## config.mk

```make
export PLATFORM = sky130hd
export DESIGN_NAME = btn_debounce_bank
export DESIGN_NICKNAME = d
export VERILOG_FILES = /design/src/rtl/btn_pkg.sv /design/src/rtl/btn_debounce_ch.sv /design/src/rtl/btn_debounce_bank.sv
export SDC_FILE = /design/constraint.sdc
export NUM_CORES = 1
export LEC_CHECK = 0
export BUFFER_PORTS_ARGS = -buffer_cell sky130_fd_sc_hd__buf_4
export CORE_MARGIN = 8
export CORE_UTILIZATION = 54
export DETAILED_ROUTE_END_ITERATION = 8
export PLACE_DENSITY_LB_ADDON = 0.08
export SYNTH_ARGS = -nofsm -noshare
export SYNTH_HDL_FRONTEND = slang
export SYNTH_HIERARCHICAL = 1
export SYNTH_SLANG_ARGS = --single-unit
```

## constraint.sdc

```tcl
create_clock -name clk -period 2 [get_ports clk]
set_input_delay 0.3 -clock clk [delete_from_list [all_inputs] [get_ports clk]]
set_output_delay 0.3 -clock clk [all_outputs]
set_load 0.005 [all_outputs]
```

## src/rtl/btn_pkg.sv

```systemverilog
// btn_pkg: shared types and helpers for the push-button debounce bank.
// Contents: btn_state_t (per-channel debounce FSM encoding), tmr_w() timer width helper.
// Imported by btn_debounce_ch and btn_debounce_bank.
package btn_pkg;

  typedef enum logic [1:0] {
    IDLE    = 2'd0,
    WAIT_P  = 2'd1,
    PRESSED = 2'd2,
    WAIT_R  = 2'd3
  } btn_state_t;

  // Bits needed for a counter that must reach cyc-1.
  function automatic int tmr_w(input int cyc);
    return (cyc <= 2) ? 1 : $clog2(cyc);
  endfunction

endpackage

```

## src/rtl/btn_debounce_ch.sv

```systemverilog
// btn_debounce_ch: one button channel -- synchroniser, debounce FSM, press/release strobes,
// wrapping press counter with even flag and, when BTN_LONGPRESS_EN is defined, a long-press strobe.
// Ports: clk, reset_n (async, active-low), sw (raw pin), clr (counter clear); level, press_pulse,
// release_pulse, long_pulse, cnt_sum[SUM_W], even.
module btn_debounce_ch
  import btn_pkg::*;
#(
  parameter int DEB_CYC     = 10_000_000,
  parameter int SUM_W       = 8,
  parameter int SYNC_STAGES = 2,
  parameter int LONG_CYC    = 100_000_000
) (
  input  logic             clk,
  input  logic             reset_n,
  input  logic             sw,
  input  logic             clr,
  output logic             level,
  output logic             press_pulse,
  output logic             release_pulse,
  output logic             long_pulse,
  output logic [SUM_W-1:0] cnt_sum,
  output logic             even
);

  localparam int TW = tmr_w(DEB_CYC);
  localparam logic [TW-1:0] T_LAST = TW'(DEB_CYC - 1);

  logic [SYNC_STAGES-1:0] sync_q;
  logic                   s;
  btn_state_t             state, next_state;
  logic [TW-1:0]          t;
  logic                   press_ev;
  logic                   release_ev;
  logic [SUM_W-1:0]       cnt_nxt;

  assign s = sync_q[SYNC_STAGES-1];

  always_ff @(posedge clk or negedge reset_n) begin
    if (!reset_n) sync_q <= '0;
    else          sync_q <= {sync_q[SYNC_STAGES-2:0], sw};
  end

  always_comb begin
    next_state = state;
    case (state)
      IDLE:    if (s) next_state = WAIT_P;
      WAIT_P:  if (!s) next_state = IDLE;
               else if (t == T_LAST) next_state = PRESSED;
      PRESSED: if (!s) next_state = WAIT_R;
      WAIT_R:  if (s) next_state = PRESSED;
               else if (t == T_LAST) next_state = IDLE;
      default: next_state = IDLE;
    endcase
  end

  assign press_ev   = (state == WAIT_P) && (next_state == PRESSED);
  assign release_ev = (state == WAIT_R) && (next_state == IDLE);

  // Clear wins over a coincident increment.
  always_comb begin
    cnt_nxt = cnt_sum;
    if (clr)           cnt_nxt = '0;
    else if (press_ev) cnt_nxt = cnt_sum + 1'b1;
  end

  always_ff @(posedge clk or negedge reset_n) begin
    if (!reset_n) begin
      state         <= IDLE;
      t             <= '0;
      press_pulse   <= 1'b0;
      release_pulse <= 1'b0;
      cnt_sum       <= '0;
      even          <= 1'b1;
    end else begin
      state <= next_state;
      // Any state change (including an abort) restarts the full window.
      if (next_state != state || state == IDLE || state == PRESSED) t <= '0;
      else                                                          t <= t + 1'b1;
      press_pulse   <= press_ev;
      release_pulse <= release_ev;
      cnt_sum       <= cnt_nxt;
      even          <= ~cnt_nxt[0];
    end
  end

  assign level = (state == PRESSED) || (state == WAIT_R);

`ifdef BTN_LONGPRESS_EN
  localparam int LW = tmr_w(LONG_CYC + 1);
  logic [LW-1:0] lt;

  // Saturating at LONG_CYC guarantees the strobe value is crossed once per press;
  // the timer holds through WAIT_R so a release bounce cannot re-arm it.
  always_ff @(posedge clk or negedge reset_n) begin
    if (!reset_n)                                   lt <= '0;
    else if (release_ev)                            lt <= '0;
    else if (state == PRESSED && lt != LW'(LONG_CYC)) lt <= lt + 1'b1;
  end

  assign long_pulse = (state == PRESSED) && (lt == LW'(LONG_CYC - 1));
`else
  // No long-press timer in this build; LONG_CYC has no effect.
  assign long_pulse = 1'b0 & (LONG_CYC != 0);
`endif

endmodule

```

## src/rtl/btn_debounce_bank.sv

```systemverilog
// btn_debounce_bank: N_CH independent debounced push-button channels with strobes and press counters.
// Ports: clk, reset_n (async, active-low), sw/clr[N_CH]; level, press_pulse, release_pulse,
// long_pulse, even [N_CH]; cnt_sum[N_CH*SUM_W] (channel i at [i*SUM_W +: SUM_W]). Long press needs BTN_LONGPRESS_EN.
module btn_debounce_bank
  import btn_pkg::*;
#(
  parameter int N_CH        = 4,
  parameter int DEB_CYC     = 10_000_000,
  parameter int SUM_W       = 8,
  parameter int SYNC_STAGES = 2,
  parameter int LONG_CYC    = 100_000_000
) (
  input  logic                  clk,
  input  logic                  reset_n,
  input  logic [N_CH-1:0]       sw,
  input  logic [N_CH-1:0]       clr,
  output logic [N_CH-1:0]       level,
  output logic [N_CH-1:0]       press_pulse,
  output logic [N_CH-1:0]       release_pulse,
  output logic [N_CH-1:0]       long_pulse,
  output logic [N_CH*SUM_W-1:0] cnt_sum,
  output logic [N_CH-1:0]       even
);

  for (genvar i = 0; i < N_CH; i++) begin : g_ch
    btn_debounce_ch #(
      .DEB_CYC     (DEB_CYC),
      .SUM_W       (SUM_W),
      .SYNC_STAGES (SYNC_STAGES),
      .LONG_CYC    (LONG_CYC)
    ) u_ch (
      .clk           (clk),
      .reset_n       (reset_n),
      .sw            (sw[i]),
      .clr           (clr[i]),
      .level         (level[i]),
      .press_pulse   (press_pulse[i]),
      .release_pulse (release_pulse[i]),
      .long_pulse    (long_pulse[i]),
      .cnt_sum       (cnt_sum[i*SUM_W +: SUM_W]),
      .even          (even[i])
    );
  end

endmodule

```

==> results of run 1 <==
[repair_timing]
item	CTS	global route
setup buffers	23	9
hold buffers	5	0
pin swaps	54	20
gates cloned	2	3
setup endpoints to repair	26	87
resized for setup	35	38
hold endpoints to repair	48	0
[path summary, 6_finish.rpt]
| path | slack (ps) | end | start | depth (start not counted) |
|---|---|---|---|---|
| min | 120 | g_ch[0].u_ch/cnt_sum[4]$_DFFE_PN0P_ | clr[0] | 2 |
| max in group asynchronous | 960 | g_ch[3].u_ch/even$_DFF_PN1_ | reset_n | 3 |
| min reg2reg | 350 | g_ch[3].u_ch/sync_q[1]$_DFF_PN0_ | g_ch[3].u_ch/sync_q[0]$_DFF_PN0_ | 0 |
| max | -30 | g_ch[3].u_ch/cnt_sum[5]$_DFFE_PN0P_ | g_ch[3].u_ch/t[0]$_DFF_PN0_ | 5 |
| min in group asynchronous | 410 | g_ch[2].u_ch/t[23]$_DFF_PN0_ | reset_n | 2 |
| max reg2reg | -30 | g_ch[3].u_ch/cnt_sum[5]$_DFFE_PN0P_ | g_ch[3].u_ch/t[0]$_DFF_PN0_ | 5 |
[cells in the mapped netlist (8+ instances only)]
master / n
dfrtp_1: 152
a21oi_1: 72
nor2_1: 60
nand2_1: 52
xor2_1: 48
nand4_1: 44
o21ai_0: 40
nand3_1: 36
or4_1: 36
o31ai_1: 32
or3_1: 32
and4_1: 20
clkbuf_1: 20
and2_1: 12
buf_4: 12
inv_1: 12
a21o_1: 8
and3_1: 8
ha_1: 8
nor4b_1: 8
[per-stage QoR]
| step | worst slack (ps) | cell area (µm²) |
|---|---|---|
| 6_report | -29.80 | 9851 |
| 5_1_grt | -116.5 | 9851 |
| 4_1_cts | -93.53 | 9593 |
| 3_5_place_dp | -118.1 | 8632 |
| 3_3_place_gp | -36.92 | 8632 |
| 2_1_floorplan | 7.462 | 7657 |
[power groups by stage]
stage	registers [µW]	logic [µW]	clock network, µW
global placement	3250	190	0
global route	3190	259	3460
detailed placement	3250	198	0
floorplan	3250	67.9	0
finish	3190	230	3250
CTS	3190	214	3300
[registers in the layout, summed over array words and instances, names as in the netlist]
register	flops
g_ch.u_ch/even	4
g_ch.u_ch/cnt_sum	32
g_ch.u_ch/state	8
g_ch.u_ch/release_pulse	4
g_ch.u_ch/press_pulse	4
g_ch.u_ch/t	96
g_ch.u_ch/sync_q	8
[cells by family after synthesis]
logic type,share of synthesized area
flops,0.5128
other cells,0.001969
buf+inv,0.03808
mux,0.005909
compound gates,0.1129
xor+xnor,0.05975
fa+ha+maj,0.01313
simple gates,0.2554
[area by class of cell]
class                           instances  area, µm²  share of cell area
Sequential cell                       156       3909              0.3968
Multi-Input combinational cell        556       3689              0.3744
Timing Repair Buffer                  165       1390              0.1411
Clock buffer                           23      478.0             0.04852
Tap cell                              180      225.2             0.02286
Clock inverter                          8      115.1             0.01169
Inverter                               12      45.04            0.004573
[routing by layer]
metal  track usage  routed length, µm  up-vias
met5             0                  0        -
met3       0.04755                870       25
met1        0.2422               7749     3228
met4       0.07299                262        0
met2        0.3340               9155      143
li1              -                  -     3102
==> results.json, run 1 <==
{
  "vias": 6498,
  "drtIter0Drc": 351,
  "nets": 926,
  "cts_root_buf": "clkbuf_16",
  "syn_inst": 768,
  "fp-row-count": 43,
  "total_power_uw": 6676,
  "worst_hold_slack_ps": 116.6,
  "critPathMaxFanout": 11,
  "netlist.area_leader.share": 0.4990,
  "grt-ovfl-total": 0,
  "path_delay_family": "simple AND/OR/NAND/NOR gates",
  "clk_latency_ps": 420,
  "clkTransAtPathRegs_ps": 60,
  "cpPeakStageDelay_ps": 580,
  "antenna_left": 0,
  "ys_ff_latch": 156,
  "slew_headroom": 0.6586,
  "seqPwrFrac": 0.478,
  "powerDensity_nw_per_um2": 677.7,
  "drc": 0,
  "nFillCells": 1005,
  "p_int_uw": 5311,
  "dieArea_um2": 18170,
  "cts_made_buffers": 17,
  "synthToLayoutAreaGrowth_pct": 29.24,
  "cts_tree": "done",
  "rsz0062_at_grt": "true",
  "p_clk_frac": 0.487,
  "ys_seq_area_frac": 0.5128,
  "final_cell_mix": "dfrtp_1, buf_4, nor2_1",
  "fin_crit_sh": 1.015,
  "place_inst": 1031,
  "syn-cell-area_um2": 7622,
  "layout-drive-gt1-share": 0.2750,
  "leakage_uw": 0.004137,
  "outcome": "finished, violations left",
  "violations": "setup timing",
  "io_pins": 62,
  "timing.setup.tns_ps": -93.96,
  "fmax_mhz": 492.7,
  "vdd_ir_drop_max_mv": 0.5992,
  "die_w_um": 134.8,
  "synth_top_cells_by_area": "dfrtp_1, xor2_1, a21oi_1, nand4_1, or4_1",
  "dr.pass1.iters": 5,
  "hpwl_um": 11540,
  "ys.warnings.count": 6,
  "final_max_slew_viol_count": 0,
  "syn_avg_cell_area_um2": 9.925,
  "cts_max_level": 4,
  "grtUsageTotal": 0.1985,
  "finalNonFillerCells": 1100,
  "p_comb_frac": 0.034,
  "final_core_util": 0.7124,
  "synth_edf_count": 0,
  "tightestPinTransition_ps": 512.1,
  "syn_nets": 786,
  "synth-main-ff-cell": "dfrtp_1",
  "power.switching_uw": 1365,
  "viasPerCell": 5.907,
  "clock_skew_ps": 6.163,
  "cpMaxStageDelayCell": "or4_4",
  "io_buffers": 57,
  "hold_viol": 0,
  "critical_path.cell_chain": "ha_2 > nand4_1 > or4_4 > or4_1 > a21oi_2",
  "grt_max_degree": 52,
  "core_um2": 13830,
  "grt_pass1_wl_um": 29870,
  "grt_pass1_vias": 6443,
  "arrival_ps": 2370,
  "antenna_found_initial": 0,
  "cap_violations": 0,
  "swShare": 0.2044,
  "worstSetupPathType": "flop to flop",
  "start_kind": "flop",
  "cts_buffer_depth": 2,
  "setup_viol": 6,
  "cts.sinks": 156,
  "fin_crit_ps": 2030,
  "place_congestion": 0.8185,
  "critPathBufInv": 0,
  "synthArstFlopShare": 1.000,
  "hold_path.class": "input pin to flop",
  "crit_required_ps": 2340,
  "routed_wl_um": 18040,
  "wire_per_inst_um": 16.40,
  "synth_top_area_cell": "dfrtp_1",
  "diodes": 0,
  "initial_core_util": 0.5513,
  "die_h_um": 134.8,
  "synthDistinctLibCells": 34,
  "setup_ws_ps": -29.80,
  "end_kind": "flop",
  "final_common_cell": "dfrtp_1"
}
No activity file was read; power rests on OpenSTA's default activity.
==> run 2, diff against run 1 <==
--- a/config.mk
+++ b/config.mk
@@ -6,9 +6,10 @@
 export NUM_CORES = 1
 export LEC_CHECK = 0
 export BUFFER_PORTS_ARGS = -buffer_cell sky130_fd_sc_hd__buf_4
-export CORE_MARGIN = 8
+export CORE_MARGIN = 4
 export CORE_UTILIZATION = 54
 export DETAILED_ROUTE_END_ITERATION = 8
+export HOLD_SLACK_MARGIN = 0.02
 export PLACE_DENSITY_LB_ADDON = 0.08
 export SYNTH_ARGS = -nofsm -noshare
 export SYNTH_HDL_FRONTEND = slang
==> run 2 against run 1 <==
The run still ends with setup timing left. Sequential share of layout area increased by 0.54 points. Flip-flop and latch count unchanged. Wire length decreased by 4.9%. First-iteration DRC count increased by 1.4%. Combinational power decreased by 10%. Critical path depth unchanged. Clock power increased by 7.7%. Maximum frequency increased by 0.52%. Utilization decreased by 0.95 points. Critical path type unchanged. Largest cell class unchanged. Highest routed layer unchanged.
==> results.json, run 2 (synthesis results as in run 1) <==
{
  "outcome": "finished, violations left",
  "violations": "setup timing",
  "crit_top_cell": "or4_4",
  "io_buffers": 57,
  "wire_per_inst_um": 15.79,
  "worst_hold_slack_ps": 116.3,
  "cts_tree": "done",
  "largest_reg_flops": 96,
  "worstHoldStart": "clr[2]",
  "antenna_left": 0,
  "worstSetupPathType": "flop to flop",
  "final_cell_mix": "dfrtp_1, buf_4, nor2_1",
  "grt_max_degree": 54,
  "seqCellArea_um2": 3909,
  "cts_root_buf": "clkbuf_16",
  "nets": 911,
  "fmax_mhz": 495.2,
  "slew_headroom": 0.6604,
  "setup_ws_ps": -19.28,
  "rsz0062_at_grt": "true",
  "fin_crit_ps": 2019,
  "grtUsageTotal": 0.2163,
  "placed_cell_area_um2": 8640,
  "fp-row-count": 43,
  "final_core_util": 0.7029,
  "drc": 0,
  "setup_viol": 7,
  "finalNonFillerCells": 1086,
  "synthToLayoutAreaGrowth_pct": 27.51,
  "grt_pass1_vias": 6225,
  "drtIter0Drc": 356,
  "r2r-start": "g_ch[3].u_ch/t[1]$_DFF_PN0_",
  "start_kind": "flop",
  "die_h_um": 126.8,
  "layout-drive-gt1-share": 0.2759,
  "cts.sinks": 156,
  "cts_made_buffers": 17,
  "total_power_uw": 6893,
  "dieArea_um2": 16080,
  "vias": 6380,
  "fin_area_um2": 9719,
  "final_max_slew_viol_count": 0,
  "powerDensity_nw_per_um2": 709.2,
  "final_common_cell": "dfrtp_1",
  "cpMaxStageDelayCell": "or4_4",
  "clk_latency_ps": 420,
  "reg2reg_setup_slack_ps": -20,
  "arrival_ps": 2360,
  "cts_buffer_depth": 2,
  "clock_skew_ps": 6.257,
  "hold_viol": 0,
  "place_congestion": 0.7986,
  "critical_path.cell_chain": "ha_2 > nand4_1 > or4_4 > or4_4 > a21oi_2",
  "regMostFlops": "g_ch.u_ch/t",
  "tightestPinTransition_ps": 509.4,
  "die_w_um": 126.8,
  "dr.pass1.iters": 4,
  "cpPeakStageDelay_ps": 630,
  "end_kind": "flop",
  "leakage_uw": 0.004046,
  "crit_required_ps": 2350,
  "multi_input_area_um2": 3689,
  "grt_pass1_wl_um": 28880,
  "critPathMaxFanout": 12,
  "routed_wl_um": 17150,
  "place_inst": 1032,
  "hpwl_um": 11090,
  "cp-startpoint": "g_ch[3].u_ch/t[1]$_DFF_PN0_",
  "viasPerCell": 5.875,
  "vdd_ir_drop_max_mv": 0.7100,
  "cts_max_level": 4,
  "grt-ovfl-total": 0,
  "clkTransAtPathRegs_ps": 60,
  "initial_core_util": 0.5513,
  "nFillCells": 1017,
  "io_pins": 62,
  "core_um2": 13830,
  "diodes": 0,
  "cap_violations": 0,
  "antenna_found_initial": 0,
  "reg_top3": "g_ch.u_ch/t (96), g_ch.u_ch/cnt_sum (32)",
  "fin_crit_sh": 1.010,
  "hold_path.class": "input pin to flop"
}
-- run 2: critical path: cells and delay by family (launching register included) --
family | cells | cell delay, ps
adders and majority gates | 1 | 180
and+or+nand+nor | 3 | 1270
DFF | 1 | 360
AOI/OAI and AO/OA | 1 | 140
-- run 2: final timing paths --
kind	to	cells after the start
max in group asynchronous	g_ch[2].u_ch/even$_DFF_PN1_	3
min in group asynchronous	g_ch[1].u_ch/t[23]$_DFF_PN0_	2
setup / recovery	g_ch[3].u_ch/cnt_sum[6]$_DFFE_PN0P_	5
hold / removal	g_ch[2].u_ch/cnt_sum[6]$_DFFE_PN0P_	2
hold reg to reg	g_ch[0].u_ch/sync_q[1]$_DFF_PN0_	0
setup reg to reg	g_ch[3].u_ch/cnt_sum[6]$_DFFE_PN0P_	5
-- run 2: cell type report --
class	count	share of cell area
flip-flops and latches	156	0.4022
multi-input cells	557	0.3795
repair buffers	149	0.1241
clock buffers	22	0.04982
well taps	180	0.02317
clock inverters	10	0.01661
inverters	12	0.004634
-- run 2: layer usage --
layer,part of all wire,vias to the layer above,global-route usage
met3,0.033,8,0.05095
met5,0,-,0
met4,0.0064,0,0.06309
met2,0.52,101,0.3633
met1,0.44,3187,0.2814
li1,-,3084,-
-- run 2: power by group --
part | switching, µW | leakage [µW] | internal (µW)
combinational | 134 | 0.00160 | 73.2
sequential | 13.7 | 0.00213 | 3180
clock | 1270 | 0.000308 | 2220
total | 1420 | 0.00405 | 5470
-- run 2: timing repair --
item	4_1_cts	5_1_grt
hold endpoints to repair	51	0
cloned	2	1
endpoints found under the setup margin	24	49
pin swaps	25	34
buffers inserted	9	7
resized for setup	21	45
hold buffers	5	0
-- run 2: metrics by stage --
stage | setup WS (ps) | setup TNS [ps]
floorplan | 7.462 | 0
global route | -115.9 | -1160
detailed placement | -106.0 | -1327
global placement | -18.09 | -132.6
finish | -19.28 | -85.23
CTS | -53.95 | -431.6
